$ cat config.mk
export PLATFORM = sky130hd
export DESIGN_NAME = uart_link_fifo_flat
export DESIGN_NICKNAME = d
export VERILOG_FILES = /design/src/rtl/uart_link_fifo_if.sv /design/src/rtl/uart_link_fifo.sv /design/src/flat_wrapper.sv
export SDC_FILE = /design/constraint.sdc
export NUM_CORES = 1
export LEC_CHECK = 0
export CORE_MARGIN = 1
export CORE_UTILIZATION = 25
export DETAILED_ROUTE_END_ITERATION = 8
export GPL_TIMING_DRIVEN = 0
export PLACE_DENSITY = 0.52
export SLEW_MARGIN = 20
export SYNTH_ARGS = -nofsm -noshare
export SYNTH_HDL_FRONTEND = slang
export SYNTH_SLANG_ARGS = --single-unit
$ cat constraint.sdc
create_clock -name clk -period 4.9 [get_ports clk]
set_input_delay 0.98 -clock clk [delete_from_list [all_inputs] [get_ports clk]]
set_output_delay 0.98 -clock clk [all_outputs]
set_load 0.05 [all_outputs]
$ cat src/rtl/uart_link_fifo_if.sv
// Parallel-side bundle of the UART endpoint.
// The TX push handshake and the RX result word travel together here.
// The serial lines tx_line and rx_line stay plain ports so that two
// endpoints can be cross-wired directly.
interface uart_link_fifo_if #(
    parameter int DATA_W = 8
);
    logic [DATA_W-1:0] tx_data;
    logic              tx_valid;
    logic              tx_ready;
    logic              tx_busy;
    logic [DATA_W-1:0] rx_data;
    logic              rx_valid;
    logic              rx_parity_err;
    logic              rx_frame_err;

    // Host side: offers words to send and consumes received words.
    modport master (
        output tx_data, tx_valid,
        input  tx_ready, tx_busy,
        input  rx_data, rx_valid, rx_parity_err, rx_frame_err
    );

    // UART endpoint side.
    modport slave (
        input  tx_data, tx_valid,
        output tx_ready, tx_busy,
        output rx_data, rx_valid, rx_parity_err, rx_frame_err
    );
endinterface

$ cat src/rtl/uart_link_fifo.sv
// Full-duplex UART endpoint.
// TX side: a FIFO feeds a frame serialiser that sends frames back to back.
// RX side: a 2-flop synchroniser feeds a mid-bit sampling deserialiser
// that reports parity and framing errors.
// Frame format: start(0), DATA_W bits LSB first, optional parity bit, one stop(1).
module uart_link_fifo #(
    parameter int DATA_W       = 8,
    parameter int CLKS_PER_BIT = 16,
    parameter int PARITY       = 0,
    parameter int FIFO_DEPTH   = 4
) (
    input  logic              clk,
    input  logic              rst,
    uart_link_fifo_if.slave   bus,
    output logic              tx_line,
    input  logic              rx_line
);

    localparam int CNT_W = $clog2(CLKS_PER_BIT);
    localparam int BIT_W = $clog2(DATA_W);
    localparam int PTR_W = $clog2(FIFO_DEPTH);

    localparam logic [CNT_W-1:0] CNT_LAST  = CNT_W'(CLKS_PER_BIT - 1);
    localparam logic [CNT_W-1:0] CNT_HALF  = CNT_W'(CLKS_PER_BIT / 2 - 1);
    localparam logic [BIT_W-1:0] BIT_LAST  = BIT_W'(DATA_W - 1);
    localparam logic [PTR_W:0]   FIFO_FULL = (PTR_W + 1)'(FIFO_DEPTH);
    localparam logic             PAR_EN    = (PARITY != 0);
    localparam logic             PAR_ODD   = (PARITY == 2);

    // Parity bit that accompanies a data word: even -> XOR of bits, odd -> its inverse.
    function automatic logic parity_of(input logic [DATA_W-1:0] d);
        return (^d) ^ PAR_ODD;
    endfunction

    // ------------------------------------------------------------------
    // TX FIFO
    // ------------------------------------------------------------------
    logic [DATA_W-1:0] fifo_mem_q [FIFO_DEPTH];
    logic [PTR_W-1:0]  wr_ptr_q, wr_ptr_d;
    logic [PTR_W-1:0]  rd_ptr_q, rd_ptr_d;
    logic [PTR_W:0]    fifo_cnt_q, fifo_cnt_d;
    logic              fifo_push;
    logic              fifo_pop;
    logic              fifo_empty;
    logic              fifo_ready;
    logic [DATA_W-1:0] fifo_head;

    assign fifo_ready = (fifo_cnt_q != FIFO_FULL);
    assign fifo_empty = (fifo_cnt_q == '0);
    assign fifo_push  = bus.tx_valid && fifo_ready;
    assign fifo_head  = fifo_mem_q[rd_ptr_q];

    // Storage array; no reset so it maps onto RAM, the pointers define validity.
    always_ff @(posedge clk) begin
        if (fifo_push) begin
            fifo_mem_q[wr_ptr_q] <= bus.tx_data;
        end
    end

    // Pointer and occupancy update; a simultaneous push and pop leaves occupancy unchanged.
    always_comb begin
        wr_ptr_d   = wr_ptr_q;
        rd_ptr_d   = rd_ptr_q;
        fifo_cnt_d = fifo_cnt_q;
        if (fifo_push) begin
            wr_ptr_d = wr_ptr_q + 1'b1;
        end
        if (fifo_pop) begin
            rd_ptr_d = rd_ptr_q + 1'b1;
        end
        case ({fifo_push, fifo_pop})
            2'b10:   fifo_cnt_d = fifo_cnt_q + 1'b1;
            2'b01:   fifo_cnt_d = fifo_cnt_q - 1'b1;
            default: fifo_cnt_d = fifo_cnt_q;
        endcase
    end

    // FIFO pointer registers.
    always_ff @(posedge clk or posedge rst) begin
        if (rst) begin
            wr_ptr_q   <= '0;
            rd_ptr_q   <= '0;
            fifo_cnt_q <= '0;
        end else begin
            wr_ptr_q   <= wr_ptr_d;
            rd_ptr_q   <= rd_ptr_d;
            fifo_cnt_q <= fifo_cnt_d;
        end
    end

    // ------------------------------------------------------------------
    // TX serialiser
    // ------------------------------------------------------------------
    typedef enum logic [2:0] {
        TX_IDLE,
        TX_START,
        TX_DATA,
        TX_PAR,
        TX_STOP
    } tx_state_t;

    tx_state_t         tx_state_q, tx_state_d;
    logic [CNT_W-1:0]  tx_cnt_q, tx_cnt_d;
    logic [BIT_W-1:0]  tx_bit_q, tx_bit_d;
    logic [DATA_W-1:0] tx_shift_q, tx_shift_d;
    logic              tx_par_q, tx_par_d;
    logic              tx_line_q, tx_line_d;

    // Frame sequencing; tx_line is computed one step ahead so the pin comes straight from a flop.
    // A frame starts on the same edge the word leaves the FIFO, so back-to-back frames have no gap.
    always_comb begin
        tx_state_d = tx_state_q;
        tx_cnt_d   = tx_cnt_q;
        tx_bit_d   = tx_bit_q;
        tx_shift_d = tx_shift_q;
        tx_par_d   = tx_par_q;
        tx_line_d  = tx_line_q;
        fifo_pop   = 1'b0;
        case (tx_state_q)
            TX_IDLE: begin
                tx_line_d = 1'b1;
                if (!fifo_empty) begin
                    fifo_pop   = 1'b1;
                    tx_state_d = TX_START;
                    tx_cnt_d   = '0;
                    tx_shift_d = fifo_head;
                    tx_par_d   = parity_of(fifo_head);
                    tx_line_d  = 1'b0;
                end
            end
            TX_START: begin
                if (tx_cnt_q == CNT_LAST) begin
                    tx_state_d = TX_DATA;
                    tx_cnt_d   = '0;
                    tx_bit_d   = '0;
                    tx_line_d  = tx_shift_q[0];
                end else begin
                    tx_cnt_d = tx_cnt_q + 1'b1;
                end
            end
            TX_DATA: begin
                if (tx_cnt_q == CNT_LAST) begin
                    tx_cnt_d = '0;
                    if (tx_bit_q == BIT_LAST) begin
                        if (PAR_EN) begin
                            tx_state_d = TX_PAR;
                            tx_line_d  = tx_par_q;
                        end else begin
                            tx_state_d = TX_STOP;
                            tx_line_d  = 1'b1;
                        end
                    end else begin
                        tx_bit_d   = tx_bit_q + 1'b1;
                        tx_shift_d = tx_shift_q >> 1;
                        tx_line_d  = tx_shift_q[1];
                    end
                end else begin
                    tx_cnt_d = tx_cnt_q + 1'b1;
                end
            end
            TX_PAR: begin
                if (tx_cnt_q == CNT_LAST) begin
                    tx_state_d = TX_STOP;
                    tx_cnt_d   = '0;
                    tx_line_d  = 1'b1;
                end else begin
                    tx_cnt_d = tx_cnt_q + 1'b1;
                end
            end
            TX_STOP: begin
                if (tx_cnt_q == CNT_LAST) begin
                    tx_cnt_d = '0;
                    if (!fifo_empty) begin
                        fifo_pop   = 1'b1;
                        tx_state_d = TX_START;
                        tx_shift_d = fifo_head;
                        tx_par_d   = parity_of(fifo_head);
                        tx_line_d  = 1'b0;
                    end else begin
                        tx_state_d = TX_IDLE;
                        tx_line_d  = 1'b1;
                    end
                end else begin
                    tx_cnt_d = tx_cnt_q + 1'b1;
                end
            end
            default: begin
                tx_state_d = TX_IDLE;
                tx_line_d  = 1'b1;
            end
        endcase
    end

    // TX state registers; reset forces the line idle immediately.
    always_ff @(posedge clk or posedge rst) begin
        if (rst) begin
            tx_state_q <= TX_IDLE;
            tx_cnt_q   <= '0;
            tx_bit_q   <= '0;
            tx_shift_q <= '0;
            tx_par_q   <= 1'b0;
            tx_line_q  <= 1'b1;
        end else begin
            tx_state_q <= tx_state_d;
            tx_cnt_q   <= tx_cnt_d;
            tx_bit_q   <= tx_bit_d;
            tx_shift_q <= tx_shift_d;
            tx_par_q   <= tx_par_d;
            tx_line_q  <= tx_line_d;
        end
    end

    assign tx_line      = tx_line_q;
    assign bus.tx_ready = fifo_ready;
    assign bus.tx_busy  = (tx_state_q != TX_IDLE) || !fifo_empty;

    // ------------------------------------------------------------------
    // RX synchroniser and deserialiser
    // ------------------------------------------------------------------
    logic rx_meta_q;
    logic rx_sync_q;

    // Two-flop synchroniser; resets to the idle-high level so reset never looks like a start bit.
    always_ff @(posedge clk or posedge rst) begin
        if (rst) begin
            rx_meta_q <= 1'b1;
            rx_sync_q <= 1'b1;
        end else begin
            rx_meta_q <= rx_line;
            rx_sync_q <= rx_meta_q;
        end
    end

    typedef enum logic [2:0] {
        RX_IDLE,
        RX_START,
        RX_DATA,
        RX_PAR,
        RX_STOP,
        RX_WAIT_HIGH
    } rx_state_t;

    rx_state_t         rx_state_q, rx_state_d;
    logic [CNT_W-1:0]  rx_cnt_q, rx_cnt_d;
    logic [BIT_W-1:0]  rx_bit_q, rx_bit_d;
    logic [DATA_W-1:0] rx_shift_q, rx_shift_d;
    logic              rx_par_q, rx_par_d;
    logic [DATA_W-1:0] rx_data_q, rx_data_d;
    logic              rx_valid_q, rx_valid_d;
    logic              rx_perr_q, rx_perr_d;
    logic              rx_ferr_q, rx_ferr_d;

    // Frame reception: recheck the start bit at half a bit, then sample once per bit period.
    // After a framing error, wait for the line to go high so a held-low line cannot start a frame.
    always_comb begin
        rx_state_d = rx_state_q;
        rx_cnt_d   = rx_cnt_q;
        rx_bit_d   = rx_bit_q;
        rx_shift_d = rx_shift_q;
        rx_par_d   = rx_par_q;
        rx_data_d  = rx_data_q;
        rx_perr_d  = rx_perr_q;
        rx_ferr_d  = rx_ferr_q;
        rx_valid_d = 1'b0;
        case (rx_state_q)
            RX_IDLE: begin
                if (!rx_sync_q) begin
                    rx_state_d = RX_START;
                    rx_cnt_d   = '0;
                end
            end
            RX_START: begin
                if (rx_cnt_q == CNT_HALF) begin
                    rx_cnt_d = '0;
                    if (rx_sync_q) begin
                        rx_state_d = RX_IDLE;
                    end else begin
                        rx_state_d = RX_DATA;
                        rx_bit_d   = '0;
                    end
                end else begin
                    rx_cnt_d = rx_cnt_q + 1'b1;
                end
            end
            RX_DATA: begin
                if (rx_cnt_q == CNT_LAST) begin
                    rx_cnt_d   = '0;
                    rx_shift_d = {rx_sync_q, rx_shift_q[DATA_W-1:1]};
                    if (rx_bit_q == BIT_LAST) begin
                        rx_state_d = PAR_EN ? RX_PAR : RX_STOP;
                    end else begin
                        rx_bit_d = rx_bit_q + 1'b1;
                    end
                end else begin
                    rx_cnt_d = rx_cnt_q + 1'b1;
                end
            end
            RX_PAR: begin
                if (rx_cnt_q == CNT_LAST) begin
                    rx_cnt_d   = '0;
                    rx_par_d   = rx_sync_q;
                    rx_state_d = RX_STOP;
                end else begin
                    rx_cnt_d = rx_cnt_q + 1'b1;
                end
            end
            RX_STOP: begin
                if (rx_cnt_q == CNT_LAST) begin
                    rx_cnt_d   = '0;
                    rx_data_d  = rx_shift_q;
                    rx_perr_d  = PAR_EN && (rx_par_q != parity_of(rx_shift_q));
                    rx_ferr_d  = !rx_sync_q;
                    rx_valid_d = 1'b1;
                    rx_state_d = rx_sync_q ? RX_IDLE : RX_WAIT_HIGH;
                end else begin
                    rx_cnt_d = rx_cnt_q + 1'b1;
                end
            end
            RX_WAIT_HIGH: begin
                if (rx_sync_q) begin
                    rx_state_d = RX_IDLE;
                end
            end
            default: begin
                rx_state_d = RX_IDLE;
            end
        endcase
    end

    // RX state and result registers.
    always_ff @(posedge clk or posedge rst) begin
        if (rst) begin
            rx_state_q <= RX_IDLE;
            rx_cnt_q   <= '0;
            rx_bit_q   <= '0;
            rx_shift_q <= '0;
            rx_par_q   <= 1'b0;
            rx_data_q  <= '0;
            rx_valid_q <= 1'b0;
            rx_perr_q  <= 1'b0;
            rx_ferr_q  <= 1'b0;
        end else begin
            rx_state_q <= rx_state_d;
            rx_cnt_q   <= rx_cnt_d;
            rx_bit_q   <= rx_bit_d;
            rx_shift_q <= rx_shift_d;
            rx_par_q   <= rx_par_d;
            rx_data_q  <= rx_data_d;
            rx_valid_q <= rx_valid_d;
            rx_perr_q  <= rx_perr_d;
            rx_ferr_q  <= rx_ferr_d;
        end
    end

    assign bus.rx_data       = rx_data_q;
    assign bus.rx_valid      = rx_valid_q;
    assign bus.rx_parity_err = rx_perr_q;
    assign bus.rx_frame_err  = rx_ferr_q;

endmodule
$ cat src/flat_wrapper.sv
// flat-port wrapper written by rule: the top's interface ports become plain ports
module uart_link_fifo_flat 
#(
    parameter int DATA_W       = 8,
    parameter int CLKS_PER_BIT = 16,
    parameter int PARITY       = 0,
    parameter int FIFO_DEPTH   = 4
)
  (clk, rst, tx_line, rx_line, bus_tx_data, bus_tx_valid, bus_tx_ready, bus_tx_busy, bus_rx_data, bus_rx_valid, bus_rx_parity_err, bus_rx_frame_err);
  uart_link_fifo_if #(.DATA_W(DATA_W)) bus_i ();
  input  logic clk;
  input  logic rst;
  output logic tx_line;
  input  logic rx_line;
  input wire logic [$bits(bus_i.tx_data)-1:0] bus_tx_data;
  input wire logic [$bits(bus_i.tx_valid)-1:0] bus_tx_valid;
  output wire logic [$bits(bus_i.tx_ready)-1:0] bus_tx_ready;
  output wire logic [$bits(bus_i.tx_busy)-1:0] bus_tx_busy;
  output wire logic [$bits(bus_i.rx_data)-1:0] bus_rx_data;
  output wire logic [$bits(bus_i.rx_valid)-1:0] bus_rx_valid;
  output wire logic [$bits(bus_i.rx_parity_err)-1:0] bus_rx_parity_err;
  output wire logic [$bits(bus_i.rx_frame_err)-1:0] bus_rx_frame_err;
  assign bus_i.tx_data = bus_tx_data;
  assign bus_i.tx_valid = bus_tx_valid;
  assign bus_tx_ready = bus_i.tx_ready;
  assign bus_tx_busy = bus_i.tx_busy;
  assign bus_rx_data = bus_i.rx_data;
  assign bus_rx_valid = bus_i.rx_valid;
  assign bus_rx_parity_err = bus_i.rx_parity_err;
  assign bus_rx_frame_err = bus_i.rx_frame_err;
  uart_link_fifo #(.DATA_W(DATA_W), .CLKS_PER_BIT(CLKS_PER_BIT), .PARITY(PARITY), .FIFO_DEPTH(FIFO_DEPTH)) u_core (.clk(clk), .rst(rst), .bus(bus_i), .tx_line(tx_line), .rx_line(rx_line));
endmodule
After elaboration in Yosys (flattened, before gate mapping)

Memory sizes are Yosys's and may differ from the RTL's.
Cells that the tools add are included.

Word-level logic and storage cells: 139
Register bits: 56
RAM bits: 32
Memories: 1

Mux-type cells: 54
Equality and inequality tests: 33
Add/sub/neg operators: 8
Reduce and logical (&&, ||, !) cells: 26

Memories:

| name              | words | bits a word | rd ports | clocked after Yosys merged registers in | write ports | RTL line             | source |
|---|---|---|---|---|---|---|---|
| u_core.fifo_mem_q | 4     | 8           | 1        | 0                                       | 1           | uart_link_fifo.sv:38 | `logic [DATA_W-1:0] fifo_mem_q [FIFO_DEPTH];` |

Operator list:

| kind                  | count |
|---|---|
| $mux W3               | 21 |
| $mux W8               | 4 |
| $pmux W8 S3           | 1 |
| $ne A2 B1 Y1 const B  | 11 |
| $mux W4               | 5 |
| $pmux W3 S2           | 3 |
| $pmux W3 S6           | 1 |
| $eq A3 B3 Y1 const B  | 5 |
| $pmux W3 S5           | 1 |
| $mux W1               | 13 |
| $eq A3 B2 Y1 const B  | 4 |
| $pmux W4 S3           | 1 |
| $reduce_and A4 Y1     | 3 |
| $ne A2 B2 Y1 const B  | 5 |
| $add A3 B1 Y3 const B | 3 |
| $logic_not A3 Y1      | 3 |
| $reduce_bool A3 Y1    | 3 |
| $add A4 B1 Y4 const B | 2 |
| $eq A4 B4 Y1 const B  | 2 |
| $pmux W4 S2           | 1 |
| $reduce_and A2 Y1     | 4 |
| $reduce_bool A2 Y1    | 4 |
| $reduce_and A7 Y1     | 1 |
| $eq A3 B1 Y1 const B  | 2 |
| other kinds (16)      | 18 |

Logic depth before layout (Yosys ltp)

Gate-level depths: netlist of run 1.

Word-level depth: 6
Mapped depth: 10
Gate-level depth less buffers: 10

Worst setup path before layout of run 1

No wires, ideal clock.

Kind: reg2reg
Start point: reg u_core.fifo_cnt_q[0]
End point: reg u_core.fifo_cnt_q[2]
Period minus slack after synthesis: 2.520 ns
Slack: 2.380 ns
Arrival time: 2.440 ns
Cell stages (with the launch flop): 11
Library setup time: 0.079 ns
Buffers on the path: 0
Path through: dfrtp_1 -> inv_1 -> nand3_1 -> and2_1 -> inv_1 -> ha_1 -> inv_1 -> fa_1 -> xor2_1 -> nor2_1 -> xor2_1

Elaborated cells between the ends (all ways): 12
Those cells by class: add/sub: 2; eq/ne: 3; mux: 4; reduce/logical: 3

RTL lines:

| element                                           | RTL line             | source |
|---|---|---|
| start: declaration                                | uart_link_fifo.sv:41 | `logic [PTR_W:0] fifo_cnt_q, fifo_cnt_d;` |
| start signal: assignment                          | uart_link_fifo.sv:87 | `fifo_cnt_q <= fifo_cnt_d;` |
| $ne A3 B3 Y1 *                                    | uart_link_fifo.sv:48 | `assign fifo_ready = (fifo_cnt_q != FIFO_FULL);` |
| via bus_tx_ready                                  | flat_wrapper.sv:17   | `output wire logic [$bits(bus_i.tx_ready)-1:0] bus_tx_ready;` |
| $logic_and A1 B1 Y1 *                             | uart_link_fifo.sv:50 | `assign fifo_push = bus.tx_valid && fifo_ready;` |
| $eq A2 B1 Y1 or $eq A2 B2 Y1 (tied branches)      | uart_link_fifo.sv:71 | `case ({fifo_push, fifo_pop})` |
| $pmux W3 S2 or $reduce_bool A2 Y1 (tied branches) | -                    |  |

The timed path passes the listed nets; every way through them passes the cells marked *.
A chain may end at the register's enable or synchronous reset.

Worst setup path in the final report of run 1

Start point: reg u_core.tx_state_q[2]
End point: out bus_tx_busy

Longest elaborated chain between the ends: 2

Ends and longest elaborated chain:

| element                  | RTL line              | source |
|---|---|---|
| start: declaration       | uart_link_fifo.sv:102 | `tx_state_t tx_state_q, tx_state_d;` |
| start signal: assignment | uart_link_fifo.sv:204 | `tx_state_q <= tx_state_d;` |
| $reduce_bool A3 Y1       | uart_link_fifo.sv:215 | `assign bus.tx_busy = (tx_state_q != TX_IDLE) \|\| !fifo_empty;` |
| $logic_or A1 B1 Y1       | uart_link_fifo.sv:215 |  |
| end: declaration         | flat_wrapper.sv:18    | `output wire logic [$bits(bus_i.tx_busy)-1:0] bus_tx_busy;` |

No other way between the ends.

==> results of run 1 <==
==> stage by stage <==
step / area (um2) / instances / utilization, % / hold WS (ns)
3_3_place_gp: 4580 / 537 / 28.8 / 0.350
2_1_floorplan: 4070 / 297 / - / 0.345
3_5_place_dp: 4600 / 538 / 29.0 / 0.351
5_1_grt: 4890 / 554 / 30.8 / 0.368
4_1_cts: 4890 / 554 / 30.8 / 0.365
6_report: 4890 / 554 / 30.8 / 0.364
==> power by group <==
group	total [mW]	switching, mW	internal, mW
sequential	0.926	0.0578	0.868
clock	0.683	0.323	0.361
combinational	0.352	0.206	0.145
total	1.96	0.587	1.37
==> cells by family after synthesis <==
logic type | count (synthesis) | share of synthesized area [%]
AOI/OAI and AO/OA | 51 | 8.40
xor gates and xnor gates | 6 | 1.29
adders and majority gates | 12 | 3.88
buffers and inverters | 26 | 3.11
DFF | 88 | 58.2
muxes | 47 | 15.3
other | 1 | 0.0922
and+or+nand+nor | 66 | 9.79
==> worst min path at each step <==
stage                                     startpoint  cells after the start                    endpoint  slack [ns]
final                     u_core.rx_meta_q$_DFF_PP1_                      0  u_core.rx_sync_q$_DFF_PP1_        0.36
after global routing      u_core.rx_meta_q$_DFF_PP1_                      0  u_core.rx_sync_q$_DFF_PP1_        0.37
after CTS                 u_core.rx_meta_q$_DFF_PP1_                      0  u_core.rx_sync_q$_DFF_PP1_        0.36
after detailed placement  u_core.rx_meta_q$_DFF_PP1_                      0  u_core.rx_sync_q$_DFF_PP1_        0.35
after global placement    u_core.rx_meta_q$_DFF_PP1_                      0  u_core.rx_sync_q$_DFF_PP1_        0.35
after floorplan           u_core.rx_meta_q$_DFF_PP1_                      0  u_core.rx_sync_q$_DFF_PP1_        0.35
==> sequential cells by signal (all words and copies together), names as in the netlist, 2 cells and up <==
register / flops
u_core.rd_ptr_q: 2
u_core.rx_state_q: 3
u_core.fifo_cnt_q: 3
u_core.fifo_mem_q: 32
u_core.rx_cnt_q: 4
u_core.rx_shift_q: 8
u_core.tx_bit_q: 3
u_core.rx_bit_q: 3
u_core.bus.rx_data: 8
u_core.tx_state_q: 3
u_core.tx_cnt_q: 4
u_core.wr_ptr_q: 2
u_core.tx_shift_q: 8
==> cell usage in the layout, fill, tap and decap left out, types with 4 or more instances in the layout <==
cell,n
a21oi_1,15
a31oi_1,5
and3_1,7
buf_2,7
clkbuf_16,9
clkdlybuf4s50_1,24
dfrtp_1,53
edfxtp_1,32
ha_1,11
inv_1,10
inv_8,4
mux2_2,33
mux2i_1,5
mux4_2,6
nand2_1,12
nand3_1,7
nor2_1,11
nor3_1,5
o21ai_0,8
==> final cells by class <==
cell class	instances	share of cell area, %
Inverter	11	0.895
Sequential cell	88	48.3
Timing Repair Buffer	25	5.32
Clock buffer	9	4.60
Tap cell	216	5.52
Clock inverter	7	1.43
Buffer	15	1.74
Multi-Input combinational cell	183	32.2
==> metal layers <==
metal / up-vias / track usage [%] / wire length (um)
li1: 1176 / - / -
met1: 1210 / 11.2 / 3320
met2: 39 / 16.5 / 3520
met3: 9 / 3.30 / 297
met4: 0 / 2.94 / 82
met5: - / 0 / 0
==> critical path: stages, from the launching register on <==
cell	delay, ns
dfrtp_1	0.42
clkbuf_1	0.36
buf_1	0.40
nor2_1	0.10
nand2_1	0.09
clkdlybuf4s50_1	0.80
==> results.py, run 1 <==
metrics = {
    "critical_path": {
        "critical_path_class": "reg2out",
        "cp-end-kind": "output pin",
        "start_kind": "flop",
        "rr_endpoint": "u_core.fifo_cnt_q[2]$_DFFE_PP0P_",
        "reg2reg_slack_ns": 2.37,
        "crit_path_end": "bus_tx_busy",
        "r2r_start": "u_core.tx_cnt_q[0]$_DFFE_PP0P_",
        "cp.arrival_ns": 2.52,
        "crit_start": "u_core.tx_state_q[2]$_DFFE_PP0P_",
        "worstRegToRegCells": 9,
        "crit_fanout": 10,
        "cp.required_ns": 3.92,
    },
    "yosys": {
        "synth_area_leaders": "dfrtp_1 (33%), edfxtp_1 (24%), mux2_2 (9.1%)",
        "syn-cell-area_um2": 4070,
        "yosysWarnings": 0,
        "synth_top_area_share_pct": 32.6,
        "synth_cell_types": 58,
        "synth_edf_count": 32,
        "netlist_top_cells_count": "dfrtp_1 (53), mux2_2 (33), edfxtp_1 (32)",
        "ys_ff_latch": 88,
        "synthArstFlopShare_pct": 63.6,
        "synth_nets": 321,
        "synthCells": 297,
        "synthFlopType": "dfrtp_1",
        "avgSynthCellArea_um2": 13.7,
        "ys_seq_area_share_pct": 58.2,
        "yosys.area.top_type": "dfrtp_1",
        "synthMostInstantiatedCell": "dfrtp_1",
    },
    "floorplanning": {
        "die_h_um": 130,
        "die_w_um": 130,
        "dieArea_um2": 16800,
        "num_io_pins": 26,
        "rows": 46,
        "initial_core_util_pct": 25.6,
        "core_um2": 15900,
    },
    "power_and_ir_drop": {
        "fin_total_pwr_mw": 1.96,
        "peakVddDrop_v": 0.000209,
        "p_per_area_nw_per_um2": 401,
        "leakage_nw": 2.01,
    },
    "cts": {
        "htreeDepth": 3,
        "cts_resized": 0,
        "clockBufferDepth": 2,
        "path_clk_slew_ns": 0.07,
        "clockRootBuffer": "clkbuf_16",
        "cts_setup_buffers": 0,
        "clock_latency_ns": 0.34,
        "holdBufCountCts": 0,
        "cts_num_sinks": 88,
        "cts_buffers": 9,
        "cts_tree": "done",
    },
    "final_layout": {
        "regArea_um2": 2370,
        "multi_input_area_um2": 1570,
        "nets": 357,
        "area_growth_pct": 20.4,
        "diodes": 0,
        "drive_above_1_share_pct": 23.1,
        "n_fill_cell": 1608,
    },
    "global_route": {
        "grt_usage_pct": 9.56,
        "globalRouteOverflowTotal": 0,
        "grt_pass1_vias": 2527,
        "grt_max_degree": 32,
        "grt_pass1_wl_um": 12400,
        "antenna_found_initial": 0,
    },
    "timing": {
        "setup_violations": 0,
        "clock_skew_ns": 0.00948,
        "fin_crit_ns": 3.50,
        "worst_pin_slew_ns": 0.598,
        "period_share_pct": 71.4,
        "slew_headroom_pct": 60.0,
        "fmax_ghz": 0.286,
        "setup_ws_ns": 1.40,
        "rsz0062_at_grt": "no",
        "setup-tns-final_ns": 0,
        "hold_viol_final": 0,
        "slew_violations": 0,
    },
    "job": {
        "maxCapViolCount": 0,
    },
    "placed_design": {
        "pre_cts_ws_ns": 1.81,
        "hpwl_um": 4930,
        "globalplace.congestion": 0.762,
        "io_buffers": 24,
    },
    "drt": {
        "dr.pass1.iters": 4,
        "vias_per_cell": 4.39,
        "drc": 0,
        "routed_wl_um": 7230,
        "drt_iter0_drc": 70,
        "wl_per_cell_um": 13.0,
        "antenna_left": 0,
        "vias": 2434,
    },
    "min_path": {
        "hold_class": "reg2reg",
    },
    "run_status": {
        "outcome": "finished, final reports clean",
    },
}
No activity file was read; power rests on OpenSTA's default activity.
==> run 2: changes to the inputs <==
Clock period 4.9 ns to 3.3 ns, I/O delays scaled along.
==> run 2 against run 1 <==
Against the previous run:
- setup slack lost 1.1 ns
- sequential share of layout area is essentially flat
- sequential power grew 48%
- die area is the same
- critical endpoint unchanged
- largest cell class unchanged
==> results.py, run 2 (synthesis results as in run 1) <==
metrics = {
    "run_status": {
        "outcome": "finished, final reports clean",
    },
    "power_and_ir_drop": {
        "peakVddDrop_v": 0.000310,
        "p_per_area_nw_per_um2": 595,
        "leakage_nw": 2.01,
        "fin_total_pwr_mw": 2.91,
    },
    "cts": {
        "clock_latency_ns": 0.34,
        "cts_buffers": 9,
        "cts_tree": "done",
        "path_clk_slew_ns": 0.07,
        "clockBufferDepth": 2,
        "clockRootBuffer": "clkbuf_16",
        "cts_num_sinks": 88,
        "htreeDepth": 3,
    },
    "drt": {
        "dr.pass1.iters": 4,
        "wl_per_cell_um": 13.0,
        "routed_wl_um": 7230,
        "drt_iter0_drc": 70,
        "drc": 0,
        "vias_per_cell": 4.39,
        "vias": 2433,
        "antenna_left": 0,
    },
    "critical_path": {
        "r2r_start": "u_core.tx_cnt_q[0]$_DFFE_PP0P_",
        "start_kind": "flop",
        "crit_start": "u_core.tx_state_q[2]$_DFFE_PP0P_",
        "cp.required_ns": 2.64,
        "cp.arrival_ns": 2.38,
        "crit_fanout": 10,
        "slowest_stage": "clkdlybuf4s50_1",
        "cp-end-kind": "output pin",
        "slowest_delay_ns": 0.80,
        "crit_chain": "clkbuf_1 > clkbuf_2 > nor2_1 > nand2_1 > clkdlybuf4s50_1",
        "critical_path_class": "reg2out",
    },
    "timing": {
        "slew_violations": 0,
        "slew_headroom_pct": 60.0,
        "hold_viol_final": 0,
        "clock_skew_ns": 0.00948,
        "rsz0062_at_grt": "no",
        "worst_pin_slew_ns": 0.598,
        "fin_crit_ns": 3.04,
        "fmax_ghz": 0.329,
        "setup_violations": 0,
        "period_share_pct": 92.2,
        "setup-tns-final_ns": 0,
    },
    "min_path": {
        "min_from": "u_core.rx_meta_q$_DFF_PP1_",
        "hold_class": "reg2reg",
    },
    "global_route": {
        "grt_pass1_wl_um": 12400,
        "grt_pass1_vias": 2527,
        "globalRouteOverflowTotal": 0,
        "grt_max_degree": 32,
        "grt_usage_pct": 9.56,
        "antenna_found_initial": 0,
    },
    "floorplanning": {
        "initial_core_util_pct": 25.6,
        "rows": 46,
        "num_io_pins": 26,
        "dieArea_um2": 16800,
        "core_um2": 15900,
        "die_w_um": 130,
        "die_h_um": 130,
    },
    "final_layout": {
        "diodes": 0,
        "largest_register": "u_core.fifo_mem_q",
        "instances_no_fill": 554,
        "area_growth_pct": 20.4,
        "drive_above_1_share_pct": 23.4,
        "final_core_util_pct": 30.8,
        "nets": 357,
        "post-route-cell-area_um2": 4900,
        "layout_common_cells": "dfrtp_1 (53), mux2_2 (33), edfxtp_1 (32)",
        "n_fill_cell": 1607,
        "largest_register_ffs": 32,
        "layout_commonest_cell": "dfrtp_1",
    },
    "placed_design": {
        "io_buffers": 24,
        "dp_cells": 538,
        "place_area_um2": 4600,
        "globalplace.congestion": 0.762,
        "hpwl_um": 4930,
    },
    "job": {
        "maxCapViolCount": 0,
    },
}
==> run 2: metal layers <==
metal / track usage, % / part of all wire, %
met5: 0 / 0
met3: 3.30 / 4.1
met4: 2.94 / 1.1
met2: 16.5 / 49
met1: 11.2 / 46
==> run 2: report_power, final <==
part	internal, mW	leakage, nW	switching [mW]
Sequential	1.29	1.02	0.0857
Clock	0.536	0.144	0.479
Combinational	0.216	0.851	0.307
==> run 2: timing repair <==
item / in CTS / in global routing
setup buffers: 0 / 0
hold buffers: 0 / 0
resized for setup: 0 / 1
setup endpoints to repair: 0 / 1
==> run 2: worst paths after layout <==
path	to	slack, ns	cells past startpoint
max	bus_tx_busy	0.26	5
min	u_core.rx_sync_q$_DFF_PP1_	0.36	0
max reg2reg	u_core.fifo_cnt_q[2]$_DFFE_PP0P_	0.77	9
min reg2reg	u_core.rx_sync_q$_DFF_PP1_	0.36	0
max in group asynchronous	u_core.tx_line$_DFFE_PP1P_	2.10	3
min in group asynchronous	u_core.rx_bit_q[2]$_DFFE_PP0P_	0.65	2
==> run 2: critical path: cells and delay by family (launching register included) <==
family        cells  cell delay [ns]
flops             1             0.42
simple gates      2             0.15
buf+inv           3             1.46
==> run 2: stage by stage <==
stage | hold slack [ns] | setup slack, ns
floorplan | 0.345 | 0.780
CTS | 0.365 | 0.126
global placement | 0.350 | 0.104
finish | 0.364 | 0.256
detailed placement | 0.351 | 0.528
global route | 0.368 | 0.116
==> run 2: layout make-up <==
class                      count  area, um2  share of cell area [%]
sequential                    88       2370                    48.3
tap                          216        270                    5.52
clock buffer                   9        225                    4.60
clock inverter                 7       70.1                    1.43
inverter                      11       43.8                   0.894
timing repair buffer          25        260                    5.32
buffer                        15       86.3                    1.76
multi-input combinational    183       1570                    32.1
